### src/rtl/vsegscan_pkg.sv
// Shared display constants for the seven-segment display blocks.
//
// Contents:
//   SEG_0 .. SEG_F  active-low {g,f,e,d,c,b,a} codes for hex digits 0..F
//   SEG_BLANK       all segments off
//   AN_OFF          all digit enables off (active-low)
//   digit_idx_t     2-bit index of the currently scanned digit
//   an_onehot_l()   digit index -> active-low one-hot digit enable
package vsegscan_pkg;

    localparam logic [6:0] SEG_0     = 7'b1000000;
    localparam logic [6:0] SEG_1     = 7'b1111001;
    localparam logic [6:0] SEG_2     = 7'b0100100;
    localparam logic [6:0] SEG_3     = 7'b0110000;
    localparam logic [6:0] SEG_4     = 7'b0011001;
    localparam logic [6:0] SEG_5     = 7'b0010010;
    localparam logic [6:0] SEG_6     = 7'b0000010;
    localparam logic [6:0] SEG_7     = 7'b1111000;
    localparam logic [6:0] SEG_8     = 7'b0000000;
    localparam logic [6:0] SEG_9     = 7'b0010000;
    localparam logic [6:0] SEG_A     = 7'b0001000;
    localparam logic [6:0] SEG_B     = 7'b0000011;
    localparam logic [6:0] SEG_C     = 7'b1000110;
    localparam logic [6:0] SEG_D     = 7'b0100001;
    localparam logic [6:0] SEG_E     = 7'b0000110;
    localparam logic [6:0] SEG_F     = 7'b0001110;
    localparam logic [6:0] SEG_BLANK = 7'b1111111;

    localparam logic [3:0] AN_OFF    = 4'b1111;

    typedef logic [1:0] digit_idx_t;

    function automatic logic [3:0] an_onehot_l(input digit_idx_t idx);
        return ~(4'b0001 << idx);
    endfunction

endpackage

### src/rtl/vsevenseg.sv
// Hex nibble to active-low seven-segment decoder (purely combinational).
//
// Ports:
//   nibble  in   4  hex digit to display
//   seg_L   out  7  active-low segments {g,f,e,d,c,b,a}
module vsevenseg
    import vsegscan_pkg::*;
(
    input  logic [3:0] nibble,
    output logic [6:0] seg_L
);

    always_comb begin
        seg_L = SEG_BLANK;
        case (nibble)
            4'h0: seg_L = SEG_0;
            4'h1: seg_L = SEG_1;
            4'h2: seg_L = SEG_2;
            4'h3: seg_L = SEG_3;
            4'h4: seg_L = SEG_4;
            4'h5: seg_L = SEG_5;
            4'h6: seg_L = SEG_6;
            4'h7: seg_L = SEG_7;
            4'h8: seg_L = SEG_8;
            4'h9: seg_L = SEG_9;
            4'hA: seg_L = SEG_A;
            4'hB: seg_L = SEG_B;
            4'hC: seg_L = SEG_C;
            4'hD: seg_L = SEG_D;
            4'hE: seg_L = SEG_E;
            4'hF: seg_L = SEG_F;
            default: seg_L = SEG_BLANK;
        endcase
    end

endmodule

### src/rtl/vsegscan.sv
// Four-digit multiplexed hex display driver.
//
// Holds a 16-bit value plus an overflow flag and scans its four nibbles onto
// a common seven-segment display, one digit every REFRESH_DIV clocks.
//
// Ports:
//   clk       in   1   single clock, rising edge
//   rst       in   1   synchronous active-high reset
//   load      in   1   single-cycle strobe capturing value and oflow_in
//   value     in   16  four hex nibbles, digit 0 = value[3:0]
//   oflow_in  in   1   overflow flag, shown as digit 0 decimal point
//   blank_en  in   1   leading-zero blanking enable (live)
//   seg_L     out  7   active-low segments {g,f,e,d,c,b,a}
//   an_L      out  4   active-low digit enables
//   dp_L      out  1   active-low decimal point
module vsegscan
    import vsegscan_pkg::*;
#(
    parameter int REFRESH_DIV = 50000
) (
    input  logic        clk,
    input  logic        rst,
    input  logic        load,
    input  logic [15:0] value,
    input  logic        oflow_in,
    input  logic        blank_en,
    output logic [6:0]  seg_L,
    output logic [3:0]  an_L,
    output logic        dp_L
);

    localparam logic [15:0] CNT_MAX = 16'(REFRESH_DIV - 1);

    logic [15:0] val_q, val_d;
    logic        ofl_q, ofl_d;
    logic [15:0] cnt_q, cnt_d;
    digit_idx_t  idx_q, idx_d;
    logic [6:0]  seg_q, seg_d;
    logic [3:0]  an_q,  an_d;
    logic        dp_q,  dp_d;

    logic        wrap;
    logic [3:0]  nibble;
    logic [6:0]  dec_seg;
    logic        blank;

    vsevenseg u_dec (
        .nibble (nibble),
        .seg_L  (dec_seg)
    );

    always_comb begin
        val_d = val_q;
        ofl_d = ofl_q;
        if (load) begin
            val_d = value;
            ofl_d = oflow_in;
        end

        // Load never touches the scan timing; a load on the wrap cycle simply
        // lands together with the digit advance.
        wrap  = (cnt_q == CNT_MAX);
        cnt_d = wrap ? 16'd0 : cnt_q + 16'd1;
        idx_d = wrap ? idx_q + 2'd1 : idx_q;

        nibble = 4'h0;
        blank  = 1'b0;
        case (idx_q)
            2'd0: nibble = val_q[3:0];
            2'd1: begin
                nibble = val_q[7:4];
                blank  = (val_q[15:4] == 12'd0);
            end
            2'd2: begin
                nibble = val_q[11:8];
                blank  = (val_q[15:8] == 8'd0);
            end
            2'd3: begin
                nibble = val_q[15:12];
                blank  = (val_q[15:12] == 4'd0);
            end
            default: begin
                nibble = 4'h0;
                blank  = 1'b0;
            end
        endcase

        // Blanking overrides the decoder; digit 0 never blanks so a zero
        // value still shows a single '0'.
        seg_d = (blank_en && blank) ? SEG_BLANK : dec_seg;
        an_d  = an_onehot_l(idx_q);
        dp_d  = !((idx_q == 2'd0) && ofl_q);
    end

    always_ff @(posedge clk) begin
        if (rst) begin
            val_q <= 16'd0;
            ofl_q <= 1'b0;
            cnt_q <= 16'd0;
            idx_q <= 2'd0;
            seg_q <= SEG_BLANK;
            an_q  <= AN_OFF;
            dp_q  <= 1'b1;
        end else begin
            val_q <= val_d;
            ofl_q <= ofl_d;
            cnt_q <= cnt_d;
            idx_q <= idx_d;
            seg_q <= seg_d;
            an_q  <= an_d;
            dp_q  <= dp_d;
        end
    end

    assign seg_L = seg_q;
    assign an_L  = an_q;
    assign dp_L  = dp_q;

endmodule

### config.mk
export PLATFORM = sky130hd
export DESIGN_NAME = vsegscan
export DESIGN_NICKNAME = d
export VERILOG_FILES = /design/src/rtl/vsegscan_pkg.sv /design/src/rtl/vsevenseg.sv /design/src/rtl/vsegscan.sv
export SDC_FILE = /design/constraint.sdc
export NUM_CORES = 1
export LEC_CHECK = 0
export CAP_MARGIN = 20
export CORE_MARGIN = 2
export CORE_UTILIZATION = 57
export CTS_BUF_LIST = sky130_fd_sc_hd__clkbuf_16
export CTS_CLUSTER_SIZE = 25
export DETAILED_ROUTE_END_ITERATION = 8
export PLACE_DENSITY = 0.95
export REMOVE_ABC_BUFFERS = 1
export SETUP_SLACK_MARGIN = 0.02
export SYNTH_ARGS = -nofsm -noshare
export SYNTH_HDL_FRONTEND = slang
export SYNTH_SLANG_ARGS = --single-unit
### constraint.sdc
create_clock -name clk -period 5.3 [get_ports clk]
set_clock_uncertainty 0.2 [all_clocks]
set_input_delay 1.06 -clock clk [delete_from_list [all_inputs] [get_ports clk]]
set_output_delay 1.06 -clock clk [all_outputs]
set_load 0.005 [all_outputs]
==> results.sh, run 1 <==
export IMPL_n_antenna_cell=0
export IMPL_switching_share=0.226
export IMPL_grt_pass1_wl_um=7240
export IMPL_finalMaxSlewViolations=0
export IMPL_io_pins=33
export IMPL_postRouteAntennaNets=0
export IMPL_drt_pass1_iterations=4
export IMPL_whs_ns=0.209
export IMPL_place_ws_ns=2.41
export IMPL_ys_seq_area_frac=0.438
export IMPL_grt_max_degree=28
export IMPL_die_w_um=65.4
export IMPL_floorplan_initialDensity=0.592
export IMPL_status="completed"
export IMPL_finalHoldViolations=0
export IMPL_p_seq_frac=0.503
export IMPL_wl_um=4650
export IMPL_wire_per_inst_um=15.5
export IMPL_finalSetupViolations=0
export IMPL_syn_cell_area_um2=2150
export IMPL_port_buffers=32
export IMPL_cts_root_buffer="clkbuf_16"
export IMPL_p_leak_uw=0.00106
export IMPL_rows=22
export IMPL_required_ns=5.23
export IMPL_finalPower_uw=752
export IMPL_cp_data_arrival_time_ns=2.58
export IMPL_post_cts_setup_buffers=0
export IMPL_antenna_found_initial=0
export IMPL_drive_gt1_frac=0.0476
export IMPL_maxSlewHeadroom=0.334
export IMPL_synth_edf_count=0
export IMPL_drc=0
export IMPL_tns_ns=0
export IMPL_worstSetupPathType="reg2reg"
export IMPL_ys_ff_latch=47
export IMPL_postCtsHoldBufs=0
export IMPL_syn_inst=223
export IMPL_cts_resized=0
export IMPL_max_freq_mhz=378
export IMPL_async_reset_ff_frac=0
export IMPL_clkSlewWorstSetupHoldPaths_ns=0.06
export IMPL_die_h_um=65.4
export IMPL_fin_nets=284
export IMPL_hold_class="reg2reg"
export IMPL_core_area_um2=3630
export IMPL_place_gp_congestion=0.892
export IMPL_yosysWarnings=0
export IMPL_period_share=0.499
export IMPL_comb_power_share=0.106
export IMPL_worst_slew_pin_slew_ns=0.996
export IMPL_fin_ws_ns=2.66
export IMPL_vias=1741
export IMPL_drtIter0Drc=263
export IMPL_cts_tree="done"
export IMPL_irDropWorstVdd_mv=0.166
export IMPL_h_tree_depth=2
export IMPL_worstPathMaxFanout=6
export IMPL_nFillCells=279
export IMPL_critPathLaunchType="flop"
export IMPL_cts_buffer_depth=2
export IMPL_clkLatencyLatePin_ns=0.28
export IMPL_vias_per_cell=5.80
export IMPL_die_area_um2=4280
export IMPL_hpwlAfterDp_um=3100
export IMPL_grt_pass1_vias=1603
export IMPL_maxCapViolCount=0
export IMPL_syn_avg_cell_area_um2=9.64
export IMPL_cts_sinks=47
export IMPL_cp_end_kind="flop"
export IMPL_power_share_clock=0.390
export IMPL_synth_flop_cell="dfxtp_1"
export IMPL_rsz0062_at_grt="false"
export IMPL_track_usage=0.225
export IMPL_switchingPower_uw=170
export IMPL_power_density_nw_per_um2=287
export IMPL_grt_ovfl_total=0
export IMPL_intPower_uw=582
export IMPL_period_needed_ns=2.64
export IMPL_syn_to_final_growth_pct=21.7
export IMPL_synth_cell_type_count=43
export IMPL_numCtsBuffers=5
==> metrics by stage <==
stage / util / area [um^2] / instances
after floorplan: - / 2090 / 211
after global placement: 0.683 / 2480 / 292
after detailed placement: 0.683 / 2480 / 292
after CTS: 0.720 / 2620 / 300
after global routing: 0.720 / 2620 / 300
final: 0.720 / 2620 / 300
==> logic make-up (layout without fill, tap and decap cells) <==
group | Yosys count | count (layout) | share of synthesized area
adder cells (fa/ha/maj) | 12 | 12 | 0.0698
AND/OR/NAND/NOR | 77 | 77 | 0.179
buffers and inverters | 21 | 50 | 0.0425
AO/OA/AOI/OAI | 31 | 31 | 0.115
flip-flops | 47 | 47 | 0.438
multiplexers | 22 | 22 | 0.104
XOR/XNOR | 13 | 13 | 0.0530
==> state kept, by name, indices dropped and copies added (netlist names) <==
name,cells
cnt_q,16
val_q,16
seg_L,7
an_L,4
idx_q,2
dp_L,1
ofl_q,1
==> critical path, stage by stage, from the launching register on <==
cell      delay [ns]
dfxtp_1         0.37
inv_1           0.10
ha_1            0.27
a222oi_1        0.35
mux2_2          0.29
inv_1           0.11
ha_1            0.25
inv_1           0.07
a211oi_1        0.04
a211oi_1        0.30
o21ai_0         0.14
==> final cells by class <==
type,instances,area [um^2],share of cell area
clock buffers,5,125,0.0478
multi-input cells,155,1120,0.427
flip-flops and latches,47,941,0.360
well taps,48,60.1,0.0230
clock inverters,3,11.3,0.00430
repair buffers,33,328,0.125
inverters,9,33.8,0.0129
==> cell usage in the layout, fill, tap and decap left out, types with 3 or more instances in the layout <==
cell and count:
nand4_1 4, ha_1 12, a211oi_1 4, and4_1 3
nor4_1 3, clkbuf_16 5, a222oi_1 4, nand2_1 7
a21oi_1 5, nand2b_1 4, xor2_1 10, dfxtp_1 47
clkdlybuf4s50_1 32, inv_1 10, xnor2_1 3, nor2_1 36
mux2i_1 20, nand3_1 9
==> Yosys cell counts, drive strengths merged, types with 4 or more instances <==
master | instances | share of area
nand2 | 7 | 0.012
a211oi | 4 | 0.014
nand2b | 4 | 0.012
dfxtp | 47 | 0.44
buf | 4 | 0.012
ha | 12 | 0.070
nand4 | 4 | 0.012
mux2i | 20 | 0.093
a222oi | 4 | 0.019
a21oi | 6 | 0.016
clkbuf | 8 | 0.015
nand3 | 9 | 0.021
nor2 | 36 | 0.063
inv | 9 | 0.016
xor2 | 10 | 0.041
==> power groups by stage <==
stage | clock, uW | sequential [uW] | combinational (uW)
after global placement | 0 | 385 | 74.6
after floorplan | 0 | 384 | 35.9
after CTS | 298 | 378 | 79.6
final | 293 | 378 | 79.8
after global routing | 317 | 379 | 86.1
after detailed placement | 0 | 386 | 77.6
==> worst paths after layout <==
kind | start | to | slack [ns] | cells after the start
setup reg to reg | idx_q[1]$_SDFFE_PP0P_ | seg_L[3]$_SDFF_PP1_ | 2.66 | 10
hold reg to reg | ofl_q$_SDFFE_PP0P_ | dp_L$_SDFF_PP1_ | 0.21 | 1
hold / removal | ofl_q$_SDFFE_PP0P_ | dp_L$_SDFF_PP1_ | 0.21 | 1
setup / recovery | idx_q[1]$_SDFFE_PP0P_ | seg_L[3]$_SDFF_PP1_ | 2.66 | 10
==> metal layers <==
layer | vias up | GRT usage | wire [um]
li1 | 841 | - | -
met3 | 13 | 0.0736 | 259
met2 | 65 | 0.389 | 2320
met5 | - | 0 | 0
met1 | 822 | 0.257 | 1990
met4 | 0 | 0.0833 | 83
No activity file was read; power rests on OpenSTA's default activity.
==> run 2: changes to the inputs <==
--- a/config.mk
+++ b/config.mk
@@ -7,11 +7,11 @@
 export LEC_CHECK = 0
 export CAP_MARGIN = 20
 export CORE_MARGIN = 2
-export CORE_UTILIZATION = 57
+export CORE_UTILIZATION = 53
 export CTS_BUF_LIST = sky130_fd_sc_hd__clkbuf_16
 export CTS_CLUSTER_SIZE = 25
 export DETAILED_ROUTE_END_ITERATION = 8
-export PLACE_DENSITY = 0.95
+export PLACE_DENSITY = 0.9
 export REMOVE_ABC_BUFFERS = 1
 export SETUP_SLACK_MARGIN = 0.02
 export SYNTH_ARGS = -nofsm -noshare
==> constraint.sdc (replaced) <==
create_clock -name clk -period 2.54 [get_ports clk]
set_clock_uncertainty 0.2 [all_clocks]
set_input_delay 0.508 -clock clk [delete_from_list [all_inputs] [get_ports clk]]
set_output_delay 0.508 -clock clk [all_outputs]
set_load 0.005 [all_outputs]
==> run 2 against run 1 <==
Against the previous run:
- register-to-register slack got worse by 2.5 ns
- via count rose by 1.0%
- cell area is 2.6% higher
- final cell count increased by 2.7%
- core utilization shrank 3.9 points
- critical path type unchanged
- critical endpoint is now seg_L[0]$_SDFF_PP1_
- largest cell class unchanged
==> results.sh, run 2 (synthesized netlist as in run 1, its figures left out) <==
export IMPL_cts_root_buffer="clkbuf_16"
export IMPL_period_share=0.951
export IMPL_finalMaxSlewViolations=0
export IMPL_power_share_clock=0.396
export IMPL_maxCapViolCount=0
export IMPL_vias_per_cell=5.71
export IMPL_finalPower_uw=1590
export IMPL_die_w_um=67.7
export IMPL_postCtsHoldBufs=0
export IMPL_final_core_utilization=0.681
export IMPL_postRouteAntennaNets=0
export IMPL_rows=23
export IMPL_core_area_um2=3940
export IMPL_grt_pass1_vias=1707
export IMPL_numCtsBuffers=5
export IMPL_cts_sinks=47
export IMPL_layout_cells_non_filler=308
export IMPL_wire_per_inst_um=15.1
export IMPL_n_antenna_cell=0
export IMPL_rsz0062_at_grt="false"
export IMPL_die_h_um=67.7
export IMPL_syn_to_final_growth_pct=24.9
export IMPL_status="completed"
export IMPL_drtIter0Drc=157
export IMPL_p_seq_frac=0.496
export IMPL_drc=0
export IMPL_drt_pass1_iterations=4
export IMPL_cts_buffer_depth=2
export IMPL_io_pins=33
export IMPL_gr_max_usage_layer="met2"
export IMPL_die_area_um2=4580
export IMPL_max_freq_mhz=414
export IMPL_final_cell_mix="46 x dfxtp_1, 36 x nor2_1, 32 x clkdlybuf4s50_1"
export IMPL_hpwlAfterDp_um=3230
export IMPL_critPathLaunchType="flop"
export IMPL_finalSetupViolations=0
export IMPL_cp_data_arrival_time_ns=2.36
export IMPL_p_leak_uw=0.00109
export IMPL_irDropWorstVdd_mv=0.444
export IMPL_use_met3=0.0500
export IMPL_vias=1759
export IMPL_drive_gt1_frac=0.0930
export IMPL_floorplan_initialDensity=0.545
export IMPL_numPlacedInstances=298
export IMPL_antenna_found_initial=0
export IMPL_switching_share=0.230
export IMPL_clkSlewWorstSetupHoldPaths_ns=0.06
export IMPL_worst_slew_pin_slew_ns=0.610
export IMPL_grt_pass1_wl_um=7580
export IMPL_clkLatencyLatePin_ns=0.29
export IMPL_intPower_uw=1220
export IMPL_finalHoldViolations=0
export IMPL_grt_util_met2=0.373
export IMPL_switchingPower_uw=366
export IMPL_period_needed_ns=2.42
export IMPL_grt_ovfl_total=0
export IMPL_cp_end_kind="flop"
export IMPL_cts_tree="done"
export IMPL_h_tree_depth=2
export IMPL_port_buffers=32
export IMPL_grt_max_degree=18
export IMPL_worstSetupPathType="reg2reg"
export IMPL_wl_um=4660
export IMPL_layout_commonest_cell="dfxtp_1"
export IMPL_worstPathMaxFanout=4
export IMPL_met1_usage=0.270
export IMPL_fin_nets=290
export IMPL_tns_ns=0
export IMPL_required_ns=2.49
export IMPL_comb_power_share=0.107
export IMPL_maxSlewHeadroom=0.594
export IMPL_place_gp_congestion=0.843
export IMPL_track_usage=0.225
export IMPL_power_density_nw_per_um2=592
export IMPL_hold_class="reg2reg"
[run 2: cell count changes in the layout (fill, tap and decap cells not counted)]
cell      previous run  this run
buf_4                1         7
ha_1                12         9
ha_2                 0         3
mux2_2               2         0
mux2_4               0         2
clkinv_1             2         1
clkinv_4             0         1
dfxtp_1             47        46
dfxtp_2              0         1
inv_1               10         9
inv_2                0         1
[run 2: worst max-delay path, stage by stage (launching register included)]
cell and delay [ns]:
dfxtp_1 0.38, inv_1 0.12, ha_1 0.25, inv_2 0.10, mux2_4 0.32, buf_4 0.15, ha_1 0.22, a211o_2 0.27
o22ai_1 0.18, a32oi_1 0.08
[run 2: power groups by stage]
stage          registers [uW]  clock network, uW  logic (uW)
2_1_floorplan             801                  0        75.0
3_3_place_gp              805                  0         160
3_5_place_dp              805                  0         163
4_1_cts                   789                636         169
5_1_grt                   792                664         186
6_report                  789                630         170
[run 2: metrics by stage]
stage                     worst slack (ns)  area [um^2]  hold WS (ns)
after floorplan                      0.280         2090         0.182
after global placement               0.168         2510         0.190
after detailed placement            0.0289         2510         0.192
after CTS                           0.0320         2670         0.215
after global routing                0.0260         2690         0.223
final                                0.124         2690         0.210
[run 2: routing by layer]
metal  routed length (um)  vias up
met3                  283       10
li1                     -      859
met1                 2020      826
met2                 2260       64
met5                    0        -
met4                  101        0
[run 2: area by class of cell]
type                       count  area, um^2
fill                         299        1260
multi-input combinational    155        1130
sequential                    47         942
timing repair buffer          39         373
clock buffer                   5         125
tap                           50        62.6
inverter                       9        33.8
clock inverter                 3        16.3
[run 2: worst paths after layout]
path,from,slack (ns),cells past startpoint,endpoint
setup / recovery,idx_q[0]$_SDFFE_PP0P_,0.12,9,seg_L[0]$_SDFF_PP1_
hold / removal,ofl_q$_SDFFE_PP0P_,0.21,1,dp_L$_SDFF_PP1_
setup reg to reg,idx_q[0]$_SDFFE_PP0P_,0.12,9,seg_L[0]$_SDFF_PP1_
hold reg to reg,ofl_q$_SDFFE_PP0P_,0.21,1,dp_L$_SDFF_PP1_
[run 2: repair_timing]
action	CTS	global route
setup buffers	1	1
endpoints found under the setup margin	2	6
pin swaps	0	1
gates resized for setup	2	5
==> variant: new RTL, settings of run 1 <==
Add an input register stage for `load`, `value`, `oflow_in` and `blank_en`, cleared by the reset; this delays them by one clock. Comments in the files are not updated.
--- a/src/rtl/vsegscan.sv
+++ b/src/rtl/vsegscan.sv
@@ -31,6 +31,25 @@
 
     localparam logic [15:0] CNT_MAX = 16'(REFRESH_DIV - 1);
 
+    logic load_q;
+    logic [15:0] value_q;
+    logic oflow_q;
+    logic blank_en_q;
+
+    always_ff @(posedge clk) begin
+        if (rst) begin
+            load_q     <= '0;
+            value_q    <= '0;
+            oflow_q    <= '0;
+            blank_en_q <= '0;
+        end else begin
+            load_q     <= load;
+            value_q    <= value;
+            oflow_q    <= oflow_in;
+            blank_en_q <= blank_en;
+        end
+    end
+
     logic [15:0] val_q, val_d;
     logic        ofl_q, ofl_d;
     logic [15:0] cnt_q, cnt_d;
@@ -52,9 +71,9 @@
     always_comb begin
         val_d = val_q;
         ofl_d = ofl_q;
-        if (load) begin
-            val_d = value;
-            ofl_d = oflow_in;
+        if (load_q) begin
+            val_d = value_q;
+            ofl_d = oflow_q;
         end
 
         // Load never touches the scan timing; a load on the wrap cycle simply
@@ -87,7 +106,7 @@
 
         // Blanking overrides the decoder; digit 0 never blanks so a zero
         // value still shows a single '0'.
-        seg_d = (blank_en && blank) ? SEG_BLANK : dec_seg;
+        seg_d = (blank_en_q && blank) ? SEG_BLANK : dec_seg;
         an_d  = an_onehot_l(idx_q);
         dp_d  = !((idx_q == 2'd0) && ofl_q);
     end
Formal check against the unedited RTL: not equivalent (Yosys sat finds a counterexample within 4 cycles, from zero or initial values and one cycle with rst high).
==> variant against run 1 <==
Total power up 58%. Synthesized area up 23%. Routed wire length up 11%. Maximum frequency down 9.3%. Sequential cell count up 19. Setup slack worse by 270 ps. Design area up 26%. Via count up 11%. Register-to-register slack worse by 110 ps. Global-route usage down 0.29 points. Critical endpoint is now seg_L[1]. Largest cell class is now flip-flops and latches.
==> variant: results (changes against run 1) <==
RD Place Congestion: 0.833 (-6.6%)
Antenna Nets Post-Route: 0 (unchanged)
total track usage: 0.222 (-0.00292)
Ys Warns: 0 (unchanged)
drt via density: 5.56 (-4.2%)
Max FO, Critical Path: 24 (+18)
layout cells sized above 1: 0.0640 (+0.0164)
Post-Place Cells: 333 (+14%)
final slew viol count: 0 (unchanged)
Reg clk slew, reported paths: 50 ps
DP Wirelength: 3280 microns (+5.8%)
Yosys cell types: 42 (-2.3%)
diode count: 0 (unchanged)
cts bufs inserted: 9 (+4)
Port-buffer cells: 32 (unchanged)
CTS Buffer Depth: 2 (unchanged)
Setup Buffers After CTS: 0 (unchanged)
initial antenna violation count: 0 (unchanged)
switching part of the total power: 0.195 (-0.0310)
post-place instance area: 0.00298 sq mm (+20%)
clock root cell: clkbuf_16
Max IR drop VDD: 0.000326 V (+96%)
Top Registers: cnt_q (16), val_q (16), value_q (16)
status: completed
Mapped Cells: 262 (+17%)
top cells by count, synth: dfxtp_1, nor2_1, nor2b_1
Worst-Skew Late Latency: 320 ps (+40 ps)
fin cells: 349 (+16%)
largest net degree at the start of global routing: 25 (-11%)
CP arrival: 2840 ps (+260 ps)
first-pass GRT wire length: 8770 microns (+21%)
Synth area leaders: dfxtp_1, mux2i_1, ha_1
initial DRC count: 132 (-50%)
Hold/Removal Path Class: reg -> reg
worst slew pin tran: 1020 ps (+23.8 ps)
H-tree Lvls: 3 (+1)
drt pass-1 iters: 5 (+1)
post-CTS sizing: 0 (unchanged)
vias in the first global route: 1951 (+22%)
routed wire length: 5170 microns (+11%)
sequential cell area fraction in the yosys report: 0.498 (+0.0604)
Synth async-reset ratio: 0 (unchanged)
P_leak: 1.29 nW (+22%)
pre-CTS WS: 2160 ps (-252 ps)
## variant: final cells by class
type,instances,area (sq um)
multi-input cells,173,1230
well taps,52,65.1
clock inverters,7,78.8
clock buffers,9,225
fillers,308,1130
flip-flops and latches,66,1320
repair buffers,33,328
inverters,9,33.8
## variant: layer usage
metal | vias up | track usage | wire length (microns)
met5 | - | 0 | 0
met4 | 0 | 0.0985 | 128
met3 | 15 | 0.0819 | 253
met2 | 53 | 0.363 | 2510
met1 | 908 | 0.260 | 2280
li1 | 965 | - | -
## variant: power groups by stage
stage | logic, mW | clock network, mW | registers, mW
after floorplan | 0.0290 | 0 | 0.534
after global placement | 0.0610 | 0 | 0.536
after detailed placement | 0.0631 | 0 | 0.537
after CTS | 0.0641 | 0.606 | 0.527
after global routing | 0.0706 | 0.623 | 0.528
final | 0.0638 | 0.596 | 0.527
## variant: worst max-delay path, stage by stage
cell and delay [ps]:
clkdlybuf4s50_1 850, a21oi_1 610, o311ai_0 320
## variant: path summary, 6_finish.rpt
check,cells past startpoint,slack (ps),endpoint,startpoint
setup / recovery,3,2390,seg_L[1],rst
setup reg to reg,10,2550,seg_L[3],idx_q[1]
hold reg to reg,1,220,dp_L,ofl_q
hold / removal,1,220,dp_L,ofl_q
## variant: cell families after synthesis
kind of cell               count (synthesis)  synth area share
and+or+nand+nor                           95             0.189
buffers and inverters                     23            0.0373
muxes                                     22            0.0840
xor gates and xnor gates                  13            0.0429
adders and majority gates                 12            0.0566
AOI/OAI and AO/OA                         31            0.0925
DFF                                       66             0.498
